--- src/rtl/bidir_bus_ctrl_pkg.sv ---
`default_nettype none
// ============================================================================
// Module  : bidir_bus_ctrl_pkg
// Brief   : Shared types and constants for the half-duplex bus controller.
// Revision: 1.0 - initial release
// ============================================================================
package bidir_bus_ctrl_pkg;

  // Default data width of the shared bus
  localparam int DEFAULT_DATA_W = 8;

  // Controller state encoding
  typedef enum logic [1:0] {
    S_IDLE   = 2'd0,
    S_DRIVE  = 2'd1,
    S_TURN   = 2'd2,
    S_SAMPLE = 2'd3
  } state_t;

  // Larger of two integers; used to size the shared window counter
  function automatic int max_int(input int a, input int b);
    return (a > b) ? a : b;
  endfunction

endpackage
`default_nettype wire

--- src/rtl/bidir_bus_ctrl_cycle_counter.sv ---
`default_nettype none
// ============================================================================
// Module  : bus_cycle_counter
// Brief   : Loadable down-counter with a done flag (count == 1), shared by the
//           drive-hold and bus-turnaround windows.
// Revision: 1.0 - initial release
// ============================================================================
module bus_cycle_counter #(
  parameter int W = 1
) (
  input  logic         clk,
  input  logic         rst_n,
  input  logic         load,
  input  logic [W-1:0] load_val,
  output logic         done
);

  logic [W-1:0] cnt;

  // Load on state entry, otherwise count down and park at zero
  always_ff @(posedge clk or negedge rst_n) begin
    if (!rst_n) begin
      cnt <= '0;
    end else if (load) begin
      cnt <= load_val;
    end else if (cnt != '0) begin
      cnt <= cnt - W'(1);
    end
  end

  // Final cycle of the current window
  assign done = (cnt == W'(1));

endmodule
`default_nettype wire

--- src/rtl/bidir_bus_ctrl.sv ---
`default_nettype none
// ============================================================================
// Module  : bidir_bus_ctrl
// Brief   : Half-duplex controller for a shared tri-state bus. Drives the pad
//           buffer enable/data, samples the pad return value, and enforces
//           drive-hold and turnaround windows so drivers never contend.
// Revision: 1.0 - initial release
// ============================================================================
module bidir_bus_ctrl
  import bidir_bus_ctrl_pkg::*;
#(
  parameter int DATA_W   = DEFAULT_DATA_W,
  parameter int HOLD_CYC = 1,
  parameter int TURN_CYC = 1
) (
  input  logic              clk,
  input  logic              rst_n,
  input  logic              req_valid,
  output logic              req_ready,
  input  logic              req_write,
  input  logic [DATA_W-1:0] req_wdata,
  output logic              rsp_valid,
  output logic [DATA_W-1:0] rsp_rdata,
  output logic              bus_oe,
  output logic [DATA_W-1:0] bus_dout,
  input  logic [DATA_W-1:0] bus_din,
  output logic              busy
);

  localparam int CNT_W = $clog2(max_int(HOLD_CYC, TURN_CYC) + 1);
  localparam logic [CNT_W-1:0] C_HOLD = CNT_W'(HOLD_CYC);
  localparam logic [CNT_W-1:0] C_TURN = CNT_W'(TURN_CYC);
  localparam logic [CNT_W-1:0] C_ONE  = CNT_W'(1);

  state_t           state;
  logic             is_read;
  logic             accept;
  logic             cnt_load;
  logic [CNT_W-1:0] cnt_val;
  logic             cnt_done;

  assign req_ready = (state == S_IDLE);
  assign busy      = (state != S_IDLE);
  assign accept    = req_valid & req_ready;

  // Reload the window counter whenever the FSM enters a new state
  always_comb begin
    cnt_load = 1'b0;
    cnt_val  = '0;
    case (state)
      S_IDLE: begin
        if (accept) begin
          cnt_load = 1'b1;
          cnt_val  = req_write ? C_HOLD : C_TURN;
        end
      end
      S_DRIVE: begin
        if (cnt_done) begin
          cnt_load = 1'b1;
          cnt_val  = C_TURN;
        end
      end
      S_TURN: begin
        if (cnt_done) begin
          cnt_load = 1'b1;
          cnt_val  = is_read ? C_ONE : '0;
        end
      end
      default: begin
        cnt_load = 1'b1;
        cnt_val  = '0;
      end
    endcase
  end

  bus_cycle_counter #(
    .W(CNT_W)
  ) u_cnt (
    .clk      (clk),
    .rst_n    (rst_n),
    .load     (cnt_load),
    .load_val (cnt_val),
    .done     (cnt_done)
  );

  // Transaction FSM with registered bus and response outputs; the async
  // reset releases the bus immediately
  always_ff @(posedge clk or negedge rst_n) begin
    if (!rst_n) begin
      state     <= S_IDLE;
      is_read   <= 1'b0;
      bus_oe    <= 1'b0;
      bus_dout  <= '0;
      rsp_valid <= 1'b0;
      rsp_rdata <= '0;
    end else begin
      rsp_valid <= 1'b0;
      case (state)
        S_IDLE: begin
          if (accept) begin
            is_read <= ~req_write;
            if (req_write) begin
              state    <= S_DRIVE;
              bus_oe   <= 1'b1;
              bus_dout <= req_wdata;
            end else begin
              state <= S_TURN;
            end
          end
        end
        S_DRIVE: begin
          if (cnt_done) begin
            state  <= S_TURN;
            bus_oe <= 1'b0;
          end
        end
        S_TURN: begin
          if (cnt_done) begin
            state <= is_read ? S_SAMPLE : S_IDLE;
          end
        end
        default: begin
          rsp_rdata <= bus_din;
          rsp_valid <= 1'b1;
          state     <= S_IDLE;
        end
      endcase
    end
  end

endmodule
`default_nettype wire

--- config.mk ---
export PLATFORM = sky130hd
export DESIGN_NAME = bidir_bus_ctrl
export DESIGN_NICKNAME = d
export VERILOG_FILES = /design/src/rtl/bidir_bus_ctrl_pkg.sv /design/src/rtl/bidir_bus_ctrl_cycle_counter.sv /design/src/rtl/bidir_bus_ctrl.sv
export SDC_FILE = /design/constraint.sdc
export NUM_CORES = 1
export LEC_CHECK = 0
export ABC_AREA = 1
export BUFFER_PORTS_ARGS = -buffer_cell sky130_fd_sc_hd__buf_2
export CORE_MARGIN = 1
export CORE_UTILIZATION = 49
export CTS_BUF_LIST = sky130_fd_sc_hd__clkbuf_8
export CTS_CLUSTER_DIAMETER = 100
export DETAILED_ROUTE_END_ITERATION = 10
export HOLD_SLACK_MARGIN = 0.02
export PLACE_DENSITY = 0.81
export SYNTH_ARGS = -nofsm -noshare
export SYNTH_HDL_FRONTEND = slang
export SYNTH_SLANG_ARGS = --single-unit
--- constraint.sdc ---
create_clock -name clk -period 1.43 [get_ports clk]
set_input_delay 0.0715 -clock clk [delete_from_list [all_inputs] [get_ports clk]]
set_output_delay 0.0715 -clock clk [all_outputs]
set_load 0.05 [all_outputs]
## After elaboration in Yosys (flattened, before gate mapping)

Index checks and enable logic that the tools add are counted.
Widths: inputs -> output; s select.

- Bitwise operators: 2
- Reduce and logical (&&, ||, !) cells: 9
- Muxes and demuxes: 19
- $add $sub $neg: 1
- Equality and inequality tests: 6

Operators with widths:

| operator | number |
|---|---|
| $mux 1 | 10 |
| $mux 2 | 5 |
| $ne 2x1->1 const B | 4 |
| $pmux 2 s3 | 1 |
| $reduce_and 3->1 | 2 |
| $pmux 1 s2 | 2 |
| $reduce_and 4->1 | 1 |
| $reduce_bool 2->1 | 2 |
| $pmux 1 s3 | 1 |
| $reduce_or 3->1 | 1 |
| $eq 2x1->1 const B | 1 |
| $eq 2x2->1 const B | 1 |
| $logic_not 2->1 | 1 |
| $reduce_and 2->1 | 1 |
| $reduce_or 2->1 | 1 |
| $and 1x1->1 | 1 |
| $not 1->1 | 1 |
| $sub 1x1->1 const B | 1 |

- Output and inout port bits: 20
- Input bits: 20
- Word-level logic and storage cells: 44
- Register bits after elaboration: 22

## Depth between registers and ports, before layout

- Depth in word-level cells: 5
- Mapped depth: 8
- Depth with buffers taken out: 8

## Modules after synthesis

A second synthesis with hierarchy kept.

- Cell total of the unflattened synthesis: 120
- Area, all modules: 999.7 um^2

By module, submodules not included:

| module | instances | sequential area each (um^2) | cells an instance | area an instance (um^2) |
|---|---|---|---|---|
| bidir_bus_ctrl | 1 | 525.5 | 117 | 967.2 |
| bus_cycle_counter | 1 | 25.0 | 3 | 32.5 |

## Least setup slack after synthesis

No wires, ideal clock.

- Path kind: register -> register
- Start point: reg state[0]
- End point: reg bus_oe
- Data arrival time: 1.413 ns
- Cell stages (with the launch flop): 8
- Setup slack: -0.102 ns
- Setup time: 0.119 ns
- Data required time: 1.311 ns
- Path buffers: 0
- Period minus slack after synthesis: 1.532 ns
- Cells stage by stage: dfrtp_1 -> inv_1 -> ha_1 -> nor2_1 -> a21oi_1 -> nand2_1 -> nand2_1 -> nand2_1

- Word-level cells in the longest chain between the ends: 4
- Elaborated cells between the ends (all ways): 9
- Classes of those cells: 4 x eq/ne; 1 x mux; 1 x bitwise; 3 x reduce/logical

Ends and longest elaborated chain:

| element | line | source |
|---|---|---|
| from (decl) | bidir_bus_ctrl.sv:35 | `state_t state;` |
| from (signal assigned) | bidir_bus_ctrl.sv:119 | `state <= is_read ? S_SAMPLE : S_IDLE;` |
| $logic_not 2->1 * | bidir_bus_ctrl.sv:42 | `assign req_ready = (state == S_IDLE);` |
| via req_ready | bidir_bus_ctrl.sv:19 | `output logic req_ready,` |
| $and 1x1->1 | bidir_bus_ctrl.sv:44 | `assign accept = req_valid & req_ready;` |
| $ne 2x1->1 (no source line) | - |  |
| $reduce_and 4->1 (no source line) | - |  |
| to (signal assigned) | bidir_bus_ctrl.sv:92 | `bus_oe <= 1'b0;` |
| to (signal assigned) | bidir_bus_ctrl.sv:104 | `bus_oe <= 1'b1;` |
| to (signal assigned) | bidir_bus_ctrl.sv:114 | `bus_oe <= 1'b0;` |
| to (decl) | bidir_bus_ctrl.sv:24 | `output logic bus_oe,` |

Mark *: on every way through the listed nets, which the timed path passes. The rest lies on a longest branch.
A chain may end at the register's enable or synchronous reset.

## Final worst setup path

- Start point: reg state[0]
- End point: out req_ready

- Word-level cells in the longest chain between the ends: 1

Ends and longest elaborated chain:

| element | line |
|---|---|
| $logic_not 2->1 | bidir_bus_ctrl.sv:42 |
| to (decl) | bidir_bus_ctrl.sv:19 |

Every way passes these cells.

==> insert_results.sql <==
INSERT INTO impl_metrics (metric_group, metric, value, unit) VALUES
('outcome', 'result_of_the_run', 'complete, no violations', ''),
('critical_path', 'worst_path_arrival_time', '1.28', 'ns'),
('grt', 'grt_start_max_net_pins', '23', ''),
('floorplanning', 'floorplan.io_pins', '40', ''),
('power', 'cellLeakagePower', '0.814', 'nW'),
('clock_tree', 'post-cts-setup-buffers', '0', ''),
('route', 'vias_per_cell', '4.80', ''),
('synthesis', 'post_synth_main_area_contributors', 'sky130_fd_sc_hd__dfrtp_1 55%, sky130_fd_sc_hd__nand2_1 15%, sky130_fd_sc_hd__mux2_2 9.0%', ''),
('final_layout', 'multiInputGateArea', '423', 'µm²'),
('synthesis', 'synth_top_flop_cell', 'sky130_fd_sc_hd__dfrtp_1', ''),
('synthesis', 'syn_area', '996', 'µm²'),
('route', 'postRouteWirelength', '2200', 'µm'),
('critical_path', 'crit_slowest_cell', 'sky130_fd_sc_hd__dfrtp_2', ''),
('clock_tree', 'clock_sinks', '22', ''),
('clock_tree', 'ctsLongestPathBuffers', '2', ''),
('route', 'drtPass1Iterations', '4', ''),
('route', 'detail_route.iter0.violations', '16', ''),
('grt', 'grt_pass1_vias', '741', ''),
('synthesis', 'post_synth_inst_count', '105', ''),
('synthesis', 'synth-edff-count', '0', ''),
('critical_path', 'crit_start', 'state[0]$_DFFE_PN0P_', ''),
('timing', 'timing.max_slew.rel_slack', '67.3', '%'),
('final_layout', 'number_of_nets_in_the_layout', '182', ''),
('route', 'number_of_drc_violations_after_detailed_routing', '0', ''),
('synthesis', 'post_synthesis_sequential_area_ratio', '55.3', '%'),
('synthesis', 'share_of_yosys_cell_area_claimed_by_the_top_area_cell_type', '55.3', '%'),
('worst_hold_path', 'min_path_cells', '2', ''),
('critical_path', 'crit_path_max_incr_delay', '0.44', 'ns'),
('timing', 'timing.setup.tns', '0', 'ns'),
('timing', 'grt_setup_unrepaired', 'no', ''),
('place', 'port_buffers', '39', ''),
('final_layout', 'postLayoutCoreUtil', '75.9', '%'),
('critical_path', 'crit_required', '1.36', 'ns'),
('final_layout', 'fill_cells', '132', ''),
('place', 'placed_area', '1240', 'µm²'),
('floorplanning', 'fp.dieH', '47.1', 'µm'),
('timing', 'final_period_minus_worst_setup_slack', '1.35', 'ns'),
('route', 'overall_via_count_from_detail_route', '864', ''),
('grt', 'grt_antenna_before_repair', '0', ''),
('critical_path', 'worst-setup-path-type', 'reg2out', ''),
('critical_path', 'path_max_fanout', '4', ''),
('timing', 'slew_violations', '0', ''),
('critical_path', 'r2r.worst_path.cells', '6', ''),
('synthesis', 'asyncSetResetFlopFracSynth', '100', '%'),
('clock_tree', 'cts_inserted_buffers', '3', ''),
('grt', 'globalRouteTotalUtil', '22.0', '%'),
('synthesis', 'syn_nets', '131', ''),
('timing', 'final.period_utilization', '94.7', '%'),
('final_layout', 'final_layout_size_suffix_gt1_share', '40.0', '%'),
('worst_hold_path', 'hold_class', 'in2reg', ''),
('timing', 'timing.fmax', '738', 'MHz'),
('critical_path', 'timing.critical_path.to_type', 'output pin', ''),
('timing', 'number_of_hold_slack_violations_in_the_final_timing_report', '0', ''),
('route', 'route.antenna.remaining_nets', '0', ''),
('timing', 'worst_slew_pin_slew', '0.491', 'ns'),
('grt', 'global_route_wire_length_before_repair', '3260', 'µm'),
('synthesis', 'yosys_register_bits', '22', ''),
('floorplanning', 'die-area', '2220', 'µm²'),
('clock_tree', 'clk_latency', '0.26', 'ns'),
('floorplanning', 'die_w', '47.1', 'µm'),
('synthesis', 'synth.largest_area_cell', 'sky130_fd_sc_hd__dfrtp_1', ''),
('clock_tree', 'cts_tree', 'yes', ''),
('synthesis', 'yosysMostFrequentCell', 'sky130_fd_sc_hd__nand2_1', ''),
('floorplanning', 'fp.coreArea', '1820', 'µm²'),
('critical_path', 'reg_to_reg_endpoint', 'bus_dout[3]$_DFFE_PN0P_', ''),
('place', 'place_hpwl', '1490', 'µm'),
('clock_tree', 'htree_levels', '1', ''),
('critical_path', 'r2r_start', 'state[0]$_DFFE_PN0P_', ''),
('floorplanning', 'initial_standard_cell_utilization_of_the_core', '54.7', '%'),
('route', 'wl_per_cell', '12.2', 'µm'),
('critical_path', 'critical_path.startpoint_type', 'flip-flop', '');
cell type report:
type / count / share of cell area (%)
well taps: 25 / 2.26
inverters: 10 / 2.99
multi-input cells: 72 / 30.6
flip-flops and latches: 22 / 40.0
repair buffers: 47 / 20.1
clock buffers: 4 / 3.99
report_power, final:
part | internal [W] | switching [W] | total [W]
Combinational | 0.0000330 | 0.0000260 | 0.0000590
Sequential | 0.000621 | 0 | 0.000621
Clock | 0.000245 | 0.000196 | 0.000441
stage by stage:
step	setup WS [ns]	hold WS, ns	instances	power [W]
6_report	0.0752	0.0369	180	0.00112
5_1_grt	0.0179	0.0411	180	0.00116
4_1_cts	0.00366	0.0382	180	0.00112
2_1_floorplan	0.00224	-0.224	105	0.000636
3_5_place_dp	0.0792	0.0606	168	0.000676
3_3_place_gp	0.0829	0.0527	168	0.000674
cells by family (layout without fill, tap and decap cells):
group                    Yosys count  after routing  share of synthesized area [%]
buffers and inverters             11             61                           4.27
AO/OA/AOI/OAI                      6              6                           3.02
adder cells (fa/ha/maj)            6              6                           7.54
AND/OR/NAND/NOR                   52             52                           20.9
multiplexers                       8              8                           9.05
flip-flops                        22             22                           55.3
per-layer routing:
metal	vias to the layer above	share of wire, %	GRT usage [%]
li1	428	-	-
met1	403	44	27.7
met2	29	50	38.6
met3	4	4.2	3.46
met4	0	1.0	6.86
met5	-	0	0
state kept, by name, indices dropped and copies added, names as in the netlist:
| name | cells |
|---|---|
| bus_dout | 8 |
| rsp_rdata | 8 |
| state | 2 |
| bus_oe | 1 |
| is_read | 1 |
| rsp_valid | 1 |
| u_cnt.done | 1 |
how the worst max path moves through the flow:
| stage | to | depth (start not counted) |
|---|---|---|
| after floorplan | bus_oe$_DFFE_PN0P_ | 7 |
| after global placement | state[0]$_DFFE_PN0P_ | 6 |
| after detailed placement | state[0]$_DFFE_PN0P_ | 6 |
| after CTS | busy | 4 |
| after global routing | busy | 4 |
| final | req_ready | 3 |
layout by cell type (no fill, tap or decap):
cell | Yosys | final
sky130_fd_sc_hd__mux2_2 | 8 | 8
sky130_fd_sc_hd__inv_1 | 9 | 6
sky130_fd_sc_hd__dfrtp_2 | 0 | 2
sky130_fd_sc_hd__nand2_1 | 40 | 40
sky130_fd_sc_hd__nor2_1 | 8 | 7
sky130_fd_sc_hd__dlygate4sd3_1 | 0 | 8
sky130_fd_sc_hd__nor2_2 | 0 | 1
sky130_fd_sc_hd__buf_4 | 0 | 1
sky130_fd_sc_hd__inv_2 | 1 | 3
sky130_fd_sc_hd__nand3_1 | 2 | 2
sky130_fd_sc_hd__o21ai_0 | 4 | 4
sky130_fd_sc_hd__nand3b_1 | 1 | 1
sky130_fd_sc_hd__dfrtp_1 | 22 | 20
sky130_fd_sc_hd__clkbuf_8 | 0 | 4
sky130_fd_sc_hd__ha_4 | 0 | 1
sky130_fd_sc_hd__ha_2 | 0 | 2
sky130_fd_sc_hd__buf_2 | 1 | 38
sky130_fd_sc_hd__ha_1 | 6 | 3
sky130_fd_sc_hd__nand3_2 | 1 | 1
sky130_fd_sc_hd__a21oi_1 | 2 | 2
sky130_fd_sc_hd__clkinvlp_4 | 0 | 1
worst max-delay path, delay by kind of cell, from the launching register on:
family	cells	cell delay [ns]
DFF	1	0.44
buffers and inverters	2	0.37
adders and majority gates	1	0.21
timing repair:
action	4_1_cts	5_1_grt
resized for setup	1	7
endpoints found under the hold margin	29	0
cloned	0	0
hold buffers	8	0
endpoints found under the setup margin	2	11
pin swaps	0	0
Note: power is estimated with default switching activity, not from simulation.
